[src/rtl/regs_scoreboard_pkg.sv]
// Shared decode-stage types for the late-result register scoreboard.
// Latency: none (types only); Backpressure: n/a.
package regs_scoreboard_pkg;

  localparam int REG_ADDR_W   = 5;
  localparam int NUM_REGS     = 32;
  localparam int SB_CNT_WIDTH = 2;

  typedef logic [REG_ADDR_W-1:0]   reg_addr_t;
  typedef logic [31:0]             uint32_t;
  typedef logic [SB_CNT_WIDTH-1:0] sb_cnt_t;

  typedef struct packed {
    logic      valid;
    logic      late;
    reg_addr_t waddr;
  } sb_issue_t;

endpackage

[src/rtl/regs_scoreboard_entry.sv]
// One outstanding-write counter: +1 on issue, -1 per commit port, clear on flush.
// Latency: 1 cycle to counter; Backpressure: increment ignored at max, underflow saturates at 0 and flags.
module regs_scoreboard_entry #(
  parameter int WRITE_PORT = 1,
  parameter int CNT_WIDTH  = 2
) (
  input  logic                  clk,
  input  logic                  rst,
  input  logic                  inc,
  input  logic [WRITE_PORT-1:0] dec,
  input  logic                  flush,
  output logic [CNT_WIDTH-1:0]  cnt,
  output logic                  underflow
);

  localparam logic [CNT_WIDTH-1:0] CNT_MAX = '1;

  logic [CNT_WIDTH-1:0] cnt_nxt;
  logic                 inc_eff;
  int                   ndec;
  int                   total;

  always_comb begin
    ndec = 0;
    for (int j = 0; j < WRITE_PORT; j++) begin
      ndec = ndec + int'(dec[j]);
    end
    // An issue arriving while already at max is a protocol violation; drop it.
    inc_eff   = inc && (cnt != CNT_MAX);
    total     = int'(cnt) + int'(inc_eff);
    cnt_nxt   = cnt;
    underflow = 1'b0;
    if (flush) begin
      cnt_nxt = '0;
    end else if (total < ndec) begin
      cnt_nxt   = '0;
      underflow = 1'b1;
    end else begin
      cnt_nxt = CNT_WIDTH'(total - ndec);
    end
  end

  always_ff @(posedge clk or posedge rst) begin
    if (rst) begin
      cnt <= '0;
    end else begin
      cnt <= cnt_nxt;
    end
  end

endmodule

[src/rtl/regs_scoreboard.sv]
// Stalls ID while a source (or a saturated destination) has a late result outstanding.
// Latency: stall is combinational on ID reads, 1 cycle from issue/commit; Backpressure: stall_o gates ID issue.
module regs_scoreboard
  import regs_scoreboard_pkg::*;
#(
  parameter int READ_PORT  = 2,
  parameter int WRITE_PORT = 1,
  parameter int CNT_WIDTH  = SB_CNT_WIDTH
) (
  input  logic                              clk,
  input  logic                              rst,
  input  logic [READ_PORT*REG_ADDR_W-1:0]   id_raddr_i,
  input  logic [READ_PORT-1:0]              id_rvalid_i,
  input  logic                              issue_valid_i,
  input  logic                              issue_late_i,
  input  logic [REG_ADDR_W-1:0]             issue_waddr_i,
  input  logic [WRITE_PORT-1:0]             commit_we_i,
  input  logic [WRITE_PORT*REG_ADDR_W-1:0]  commit_waddr_i,
  input  logic                              flush_i,
  output logic                              stall_o,
  output logic                              busy_o,
  output logic                              err_o
);

  localparam logic [CNT_WIDTH-1:0] CNT_MAX = '1;

  sb_issue_t                               issue;
  logic                                    issue_hit;
  logic [NUM_REGS-1:0][CNT_WIDTH-1:0]      cnt;
  logic [NUM_REGS-1:0]                     uflow;
  logic                                    stall_rd;
  logic                                    stall_ovf;
  reg_addr_t                               ra;

  assign issue.valid = issue_valid_i;
  assign issue.late  = issue_late_i;
  assign issue.waddr = issue_waddr_i;
  assign issue_hit   = issue.valid && issue.late;

  // $0 is hardwired: never pending, never stalls.
  assign cnt[0]   = '0;
  assign uflow[0] = 1'b0;

  for (genvar r = 1; r < NUM_REGS; r++) begin : g_reg
    logic [WRITE_PORT-1:0] dec;
    logic                  inc;

    assign inc = issue_hit && (issue.waddr == reg_addr_t'(r));
    for (genvar j = 0; j < WRITE_PORT; j++) begin : g_dec
      assign dec[j] = commit_we_i[j] &&
                      (commit_waddr_i[j*REG_ADDR_W +: REG_ADDR_W] == reg_addr_t'(r));
    end

    regs_scoreboard_entry #(
      .WRITE_PORT (WRITE_PORT),
      .CNT_WIDTH  (CNT_WIDTH)
    ) u_entry (
      .clk       (clk),
      .rst       (rst),
      .inc       (inc),
      .dec       (dec),
      .flush     (flush_i),
      .cnt       (cnt[r]),
      .underflow (uflow[r])
    );
  end

  always_comb begin
    stall_rd = 1'b0;
    ra       = '0;
    for (int i = 0; i < READ_PORT; i++) begin
      ra = id_raddr_i[i*REG_ADDR_W +: REG_ADDR_W];
      if (id_rvalid_i[i] && (ra != '0) && (cnt[ra] != '0)) begin
        stall_rd = 1'b1;
      end
    end
  end

  // Holding a late writer whose counter is full keeps the counter from wrapping.
  assign stall_ovf = issue_late_i && (cnt[issue_waddr_i] == CNT_MAX);
  assign stall_o   = stall_rd || stall_ovf;
  assign busy_o    = |cnt;

  always_ff @(posedge clk or posedge rst) begin
    if (rst) begin
      err_o <= 1'b0;
    end else if (|uflow) begin
      err_o <= 1'b1;
    end
  end

endmodule

[config.mk]
export PLATFORM = sky130hd
export DESIGN_NAME = regs_scoreboard
export DESIGN_NICKNAME = d
export VERILOG_FILES = /design/src/rtl/regs_scoreboard_pkg.sv /design/src/rtl/regs_scoreboard_entry.sv /design/src/rtl/regs_scoreboard.sv
export SDC_FILE = /design/constraint.sdc
export NUM_CORES = 1
export LEC_CHECK = 0
export ABC_CLOCK_PERIOD_IN_PS = 3150
export BUFFER_PORTS_ARGS = -buffer_cell sky130_fd_sc_hd__buf_2
export CAP_MARGIN = 20
export CORE_MARGIN = 2
export CORE_UTILIZATION = 30
export DETAILED_ROUTE_END_ITERATION = 16
export GPL_TIMING_DRIVEN = 0
export SLEW_MARGIN = 20
export SYNTH_ARGS = -nofsm -noshare
export SYNTH_HDL_FRONTEND = slang
export SYNTH_SLANG_ARGS = --single-unit
[constraint.sdc]
create_clock -name clk -period 3.15 [get_ports clk]
set_input_delay 0.1575 -clock clk [delete_from_list [all_inputs] [get_ports clk]]
set_output_delay 0.1575 -clock clk [all_outputs]
set_load 0.01 [all_outputs]
* Yosys cells after proc, flatten, opt, wreduce, memory -nomap -nowiden
Cells that the tools add are included.
** Cells by class
- Equal/unequal tests :: 94
- Bitwise operators :: 0
- Reduce and logical (&&, ||, !) cells :: 106
- Mux-type cells :: 132
- Shifts and indexed selects :: 0
- Add/sub/neg operators :: 62
- $mul :: 0
- Order comparisons :: 34
- Div/mod/pow operators :: 0
** Operators by type and width (number)
- 5-bit == test, second input constant :: 32
- 2-bit 2-to-1 mux :: 65
- 1-bit logical AND :: 99
- 2-bit by 1-bit adder with 3-bit output :: 31
- 3-bit by 1-bit < comparator with 1-bit output :: 31
- 5-bit by 4-bit == test with 1-bit output, second input constant :: 16
- 1-bit 2-to-1 mux :: 64
- 2-bit != test, second input constant :: 31
- 62-bit OR reduction :: 1
- 2-bit subtractor :: 31
- 5-bit by 3-bit == test with 1-bit output, second input constant :: 8
- 31-bit OR reduction :: 1
- 2-bit binary-select mux with 5-bit select :: 3
- 5-bit by 2-bit == test with 1-bit output, second input constant :: 4
- 5-bit by 6-bit < comparator with 1-bit output, second input constant :: 3
- 5-bit by 1-bit == test with 1-bit output, second input constant :: 2
- 5-bit nonzero test :: 2
- 2-bit nonzero test :: 2
- 2-bit == test, second input constant :: 1
- 1-bit logical OR :: 1
** Word-level totals
- Memory bits (read-only) :: 0
- Bits in writable memories :: 0
- Memories :: 0
- Bits in registers :: 63
- Latch bits :: 0
- Input bits :: 28

* Depth between registers and ports, before layout
- Depth in word-level cells :: 8
- Gate-level depth with buffers :: 14
- Mapped depth without buffers :: 12

* By module
From an unflattened synthesis, not the netlist that was laid out.
** Unflattened totals
- Cells, all modules :: 816
- Area total of the unflattened synthesis :: 6363.6 µm²
** Modules (own cells, without submodules)
- regs_scoreboard_entry :: cells an instance 16, area each 148.9 µm², times used 31, sequential area each 50.0 µm²
- regs_scoreboard :: cells an instance 320, area each 1747.9 µm², times used 1, sequential area each 25.0 µm²

* Worst setup path before layout
OpenSTA, ideal clock, no wires.
- Kind :: in2reg
- Start point :: input issue_waddr_i[0]
- End point :: register err_o
- Setup slack :: 0.820 ns
- Buffers on the path :: 4
- Arrival time :: 2.197 ns
- Stages on the path :: 14
- Setup time :: 0.132 ns
- Path through :: buf_6 > buf_12 > buf_2 > or2_2 > clkbuf_1 > nor3b_1 > ha_1 > inv_1 > ha_1 > a22o_1 > nor2_1 > nand3_1 > nor4_1 > o21bai_1
** Between the ends
- Word-level cells in the longest chain between the ends :: 8
- Elaborated cells between the ends (all ways) :: 218
** RTL lines
- start: declaration :: RTL line regs_scoreboard.sv:16 : input logic [REG_ADDR_W-1:0] issue_waddr_i,
- 5-bit by 1-bit == test with 1-bit output, or another cell as far along :: RTL line regs_scoreboard.sv:48 : assign inc = issue_hit && (issue.waddr == reg_addr_t'(r));
- 1-bit logical AND :: RTL line regs_scoreboard.sv:48
- 1-bit logical AND :: RTL line regs_scoreboard_entry.sv:29 : inc_eff = inc && (cnt != CNT_MAX);
- 2-bit by 1-bit adder with 3-bit output :: RTL line regs_scoreboard_entry.sv:30 : total = int'(cnt) + int'(inc_eff);
- 3-bit by 1-bit < comparator with 1-bit output :: RTL line regs_scoreboard_entry.sv:35 : end else if (total < ndec) begin
- 1-bit 2-to-1 mux :: RTL line regs_scoreboard_entry.sv:35
- 1-bit 2-to-1 mux :: RTL line regs_scoreboard_entry.sv:33 : if (flush) begin
- 31-bit OR reduction * :: RTL line regs_scoreboard.sv:87 : end else if (|uflow) begin
- end signal: assignment :: RTL line regs_scoreboard.sv:86 : err_o <= 1'b0;
- end signal: assignment :: RTL line regs_scoreboard.sv:88 : err_o <= 1'b1;
- end: declaration :: RTL line regs_scoreboard.sv:22 : output logic err_o
Mark *: on every way between the ends. The rest lies on a longest branch, timed or not.
A chain may end at the register's enable or synchronous reset.

* Worst setup path after layout
Ends and elaborated chain as after synthesis.

==> results.json <==
{
  "outcome": "complete, no violations",
  "seqPwrFrac_pct": 38.2,
  "max_slew_margin_pct": 50.2,
  "vias": 5083,
  "cp_slowest_cell": "a222oi_1",
  "wl_per_cell_um": 18.4,
  "drt_wl_total_mm": 17.6,
  "synth-seq-cells": 63,
  "drive_gt1_share_pct": 9.67,
  "synth_top_cell_by_area": "dfrtp_1",
  "first_global_vias": 4967,
  "worst-r2r-setup-slack_ps": 670,
  "port_buffers": 25,
  "first_pass_iters": 5,
  "end_kind": "flip-flop",
  "grt_max_degree": 39,
  "worst_ep_arrival_time_ps": 3130,
  "yosys_warnings": 0,
  "cp.required_ps": 3360,
  "min_period_ps": 2920,
  "viasPerCell": 5.31,
  "place_congestion": 0.974,
  "dp_hpwl_mm": 13.6,
  "area_growth_pct": 13.2,
  "die_x_um": 143,
  "clk_latency_ps": 350,
  "drv_slew": 0,
  "peakVddDrop_mv": 0.253,
  "syn_avg_cell_area_um2": 8.45,
  "leakage_nw": 2.62,
  "nNetsFinal": 840,
  "drv_cap": 0,
  "period_share_pct": 92.8,
  "core_area_mm2": 0.0188,
  "ys_async_sr_fraction_pct": 100,
  "worstHoldPathType": "primary input to flip-flop",
  "clk_path_buf_depth": 2,
  "overflow": 0,
  "synth_edf_count": 0,
  "hold_slack_ps": 287,
  "post_cts_buffers": 0,
  "reg2reg_to": "err_o",
  "path_clk_slew_ps": 50,
  "cpPeakStageDelay_ps": 470,
  "htree_levels": 3,
  "path_cells": "buf_2 -> buf_6 -> buf_12 -> buf_2 -> nand2_2 -> a211oi_1 -> ha_1 -> inv_1 -> ha_1 -> a222oi_1 -> nand3_1 -> nor4_1 -> o21bai_1",
  "crit_buf_inv": 5,
  "drc": 0,
  "cp.depth": 13,
  "crit_family": "simple AND/OR/NAND/NOR gates",
  "netlist_area_mm2": 0.00577,
  "critPathLaunchType": "primary input",
  "fmax_mhz": 342,
  "nFillCells": 2008,
  "antenna_found_initial": 0,
  "crit_end": "err_o",
  "grt_pass1_wl_mm": 27.9,
  "switching_power_mw": 0.581,
  "intPower_mw": 1.58,
  "rows": 50,
  "synthCells": 683,
  "initial_core_util_pct": 30.7,
  "die-area_mm2": 0.0204,
  "power_density_mw_per_mm2": 332,
  "cts_root_buf": "clkbuf_16",
  "io_pins": 31,
  "grt_setup_unrepaired": "false",
  "cp_max_fo": 10,
  "ys_types": 47,
  "setup.worst_path.start": "issue_waddr_i[0]",
  "synth_nets": 804,
  "antenna_cells": 0,
  "timing.rr.start": "g_reg[14].u_entry.cnt[0]",
  "totalPowerFinal_mw": 2.17,
  "hold_viol": 0,
  "synthTopCellsByArea": "dfrtp_1 (27%), ha_1 (20%), nor2_1 (7.9%)",
  "detail-route-antenna-nets": 0,
  "fin_skew_ps": 3.75,
  "reg2regPathDepth": 9,
  "ys_seq_area_share_pct": 27.3,
  "cts_tree": "done",
  "setup_viol": 0,
  "comb_power_share_pct": 12.6,
  "drtIter0Drc": 467,
  "p_clk_share_pct": 49.2,
  "worst_slew_pin_slew_ps": 747,
  "final.setup.tns_ps": 0,
  "synthFlopType": "dfrtp_1",
  "die-height_um": 143,
  "cts_made_buffers": 9,
  "synth_top_area_share_pct": 27.3,
  "switching_share_pct": 26.8,
  "crit_type": "primary input to flip-flop",
  "cts.sinks": 63,
  "grtUsageTotal_pct": 18.4
}
[registers in the layout (all words and copies together), names as in the netlist]
register and count:
err_o 1, g.u_entry.cnt 62
[per-layer routing]
| layer | part of all wire [%] | vias up | GRT usage (%) |
|---|---|---|---|
| met2 | 45 | 149 | 29.1 |
| met5 | 0 | - | 0 |
| met1 | 46 | 2413 | 24.4 |
| met4 | 2.3 | 0 | 5.11 |
| met3 | 6.6 | 30 | 5.33 |
| li1 | - | 2491 | - |
[what timing repair did]
item / CTS / global route
setup endpoints to repair: 1 / 1
endpoints found under the hold margin: 25 / 0
hold buffers: 1 / 0
resized for setup: 0 / 3
[synth_stat cells (2+ instances only)]
| cell | number |
|---|---|
| nor2_1 | 121 |
| inv_1 | 107 |
| ha_1 | 93 |
| dfrtp_1 | 63 |
| a211oi_1 | 51 |
| nand2_1 | 32 |
| mux2i_1 | 21 |
| nand3_1 | 19 |
| a21oi_1 | 17 |
| nor3_1 | 17 |
| clkbuf_1 | 16 |
| nor3b_1 | 16 |
| mux4_2 | 13 |
| a22oi_1 | 12 |
| nand4_1 | 11 |
| o21ai_0 | 9 |
| nor2b_1 | 7 |
| nand2b_1 | 6 |
| a311o_1 | 5 |
| buf_2 | 5 |
| a22o_1 | 3 |
| nor4_1 | 3 |
| nor4b_1 | 3 |
| a2111oi_0 | 2 |
| buf_6 | 2 |
| nand3b_1 | 2 |
| o2111ai_1 | 2 |
| o211ai_1 | 2 |
| o22ai_1 | 2 |
| o41ai_1 | 2 |
| or2_2 | 2 |
| or4_1 | 2 |
[stage by stage]
stage          area, um2  instances  utilization [%]  worst slack, ps
3_5_place_dp        6210        943             33.1             -446
3_3_place_gp        6190        942             33.0             -520
6_report            6530        958             34.8              228
4_1_cts             6530        959             34.8             62.6
5_1_grt             6530        958             34.8             24.9
2_1_floorplan       5770        683                -              820
[power by group through the flow]
stage / clock [mW] / combinational (mW) / sequential, mW
3_5_place_dp: 0 / 0.271 / 0.840
5_1_grt: 1.12 / 0.298 / 0.827
3_3_place_gp: 0 / 0.266 / 0.840
4_1_cts: 1.09 / 0.272 / 0.826
6_report: 1.07 / 0.273 / 0.826
2_1_floorplan: 0 / 0.160 / 0.838
[layout by cell type (no fill, tap or decap), types with 4 or more instances in the layout]
cell type | synthesis | layout
o21ai_0 | 9 | 9
clkbuf_1 | 16 | 15
mux4_2 | 13 | 13
nand3_1 | 19 | 19
nor3_1 | 17 | 17
nor2_1 | 121 | 121
a22oi_1 | 12 | 12
nand4_1 | 11 | 11
mux2i_1 | 21 | 21
buf_2 | 5 | 30
nor3b_1 | 16 | 16
nor2b_1 | 7 | 7
a311o_1 | 5 | 5
a21oi_1 | 17 | 17
nand2_1 | 32 | 31
ha_1 | 93 | 93
nand2b_1 | 6 | 4
inv_1 | 107 | 106
dfrtp_1 | 63 | 63
clkbuf_16 | 0 | 9
a211oi_1 | 51 | 51
[worst register-to-register path, stage by stage (launching register included)]
cell and delay (ps):
dfrtp_1 370, nand2_1 90, nor3b_1 150, ha_1 280, inv_1 40, ha_1 220
a222oi_1 430, nand3_1 250, nor4_1 400, o21bai_1 100
[layout make-up]
class / instances / area [um2] / area share [%]
multi-input combinational: 488 / 3670 / 56.1
timing repair buffer: 27 / 155 / 2.38
buffer: 23 / 125 / 1.92
inverter: 107 / 404 / 6.19
tap: 234 / 293 / 4.48
clock buffer: 13 / 270 / 4.14
sequential: 63 / 1580 / 24.1
clock inverter: 3 / 40.0 / 0.613
[kinds of logic after synthesis]
logic type / count (synthesis) / share of synthesized area, %
adders and majority gates: 93 / 20.2
muxes: 35 / 9.17
AOI/OAI and AO/OA: 115 / 14.3
DFF: 63 / 27.3
buffers and inverters: 132 / 9.26
and+or+nand+nor: 245 / 19.8
[how the worst min path moves through the flow]
stage	cells after the start	start	endpoint
floorplan	2	flush_i	g_reg[29].u_entry.cnt[0]
finish	2	flush_i	g_reg[29].u_entry.cnt[0]
CTS	2	flush_i	g_reg[29].u_entry.cnt[0]
global placement	1	err_o	err_o
global route	2	flush_i	g_reg[29].u_entry.cnt[0]
detailed placement	2	rst	g_reg[7].u_entry.cnt[0]
(Power assumes the default switching activity.)
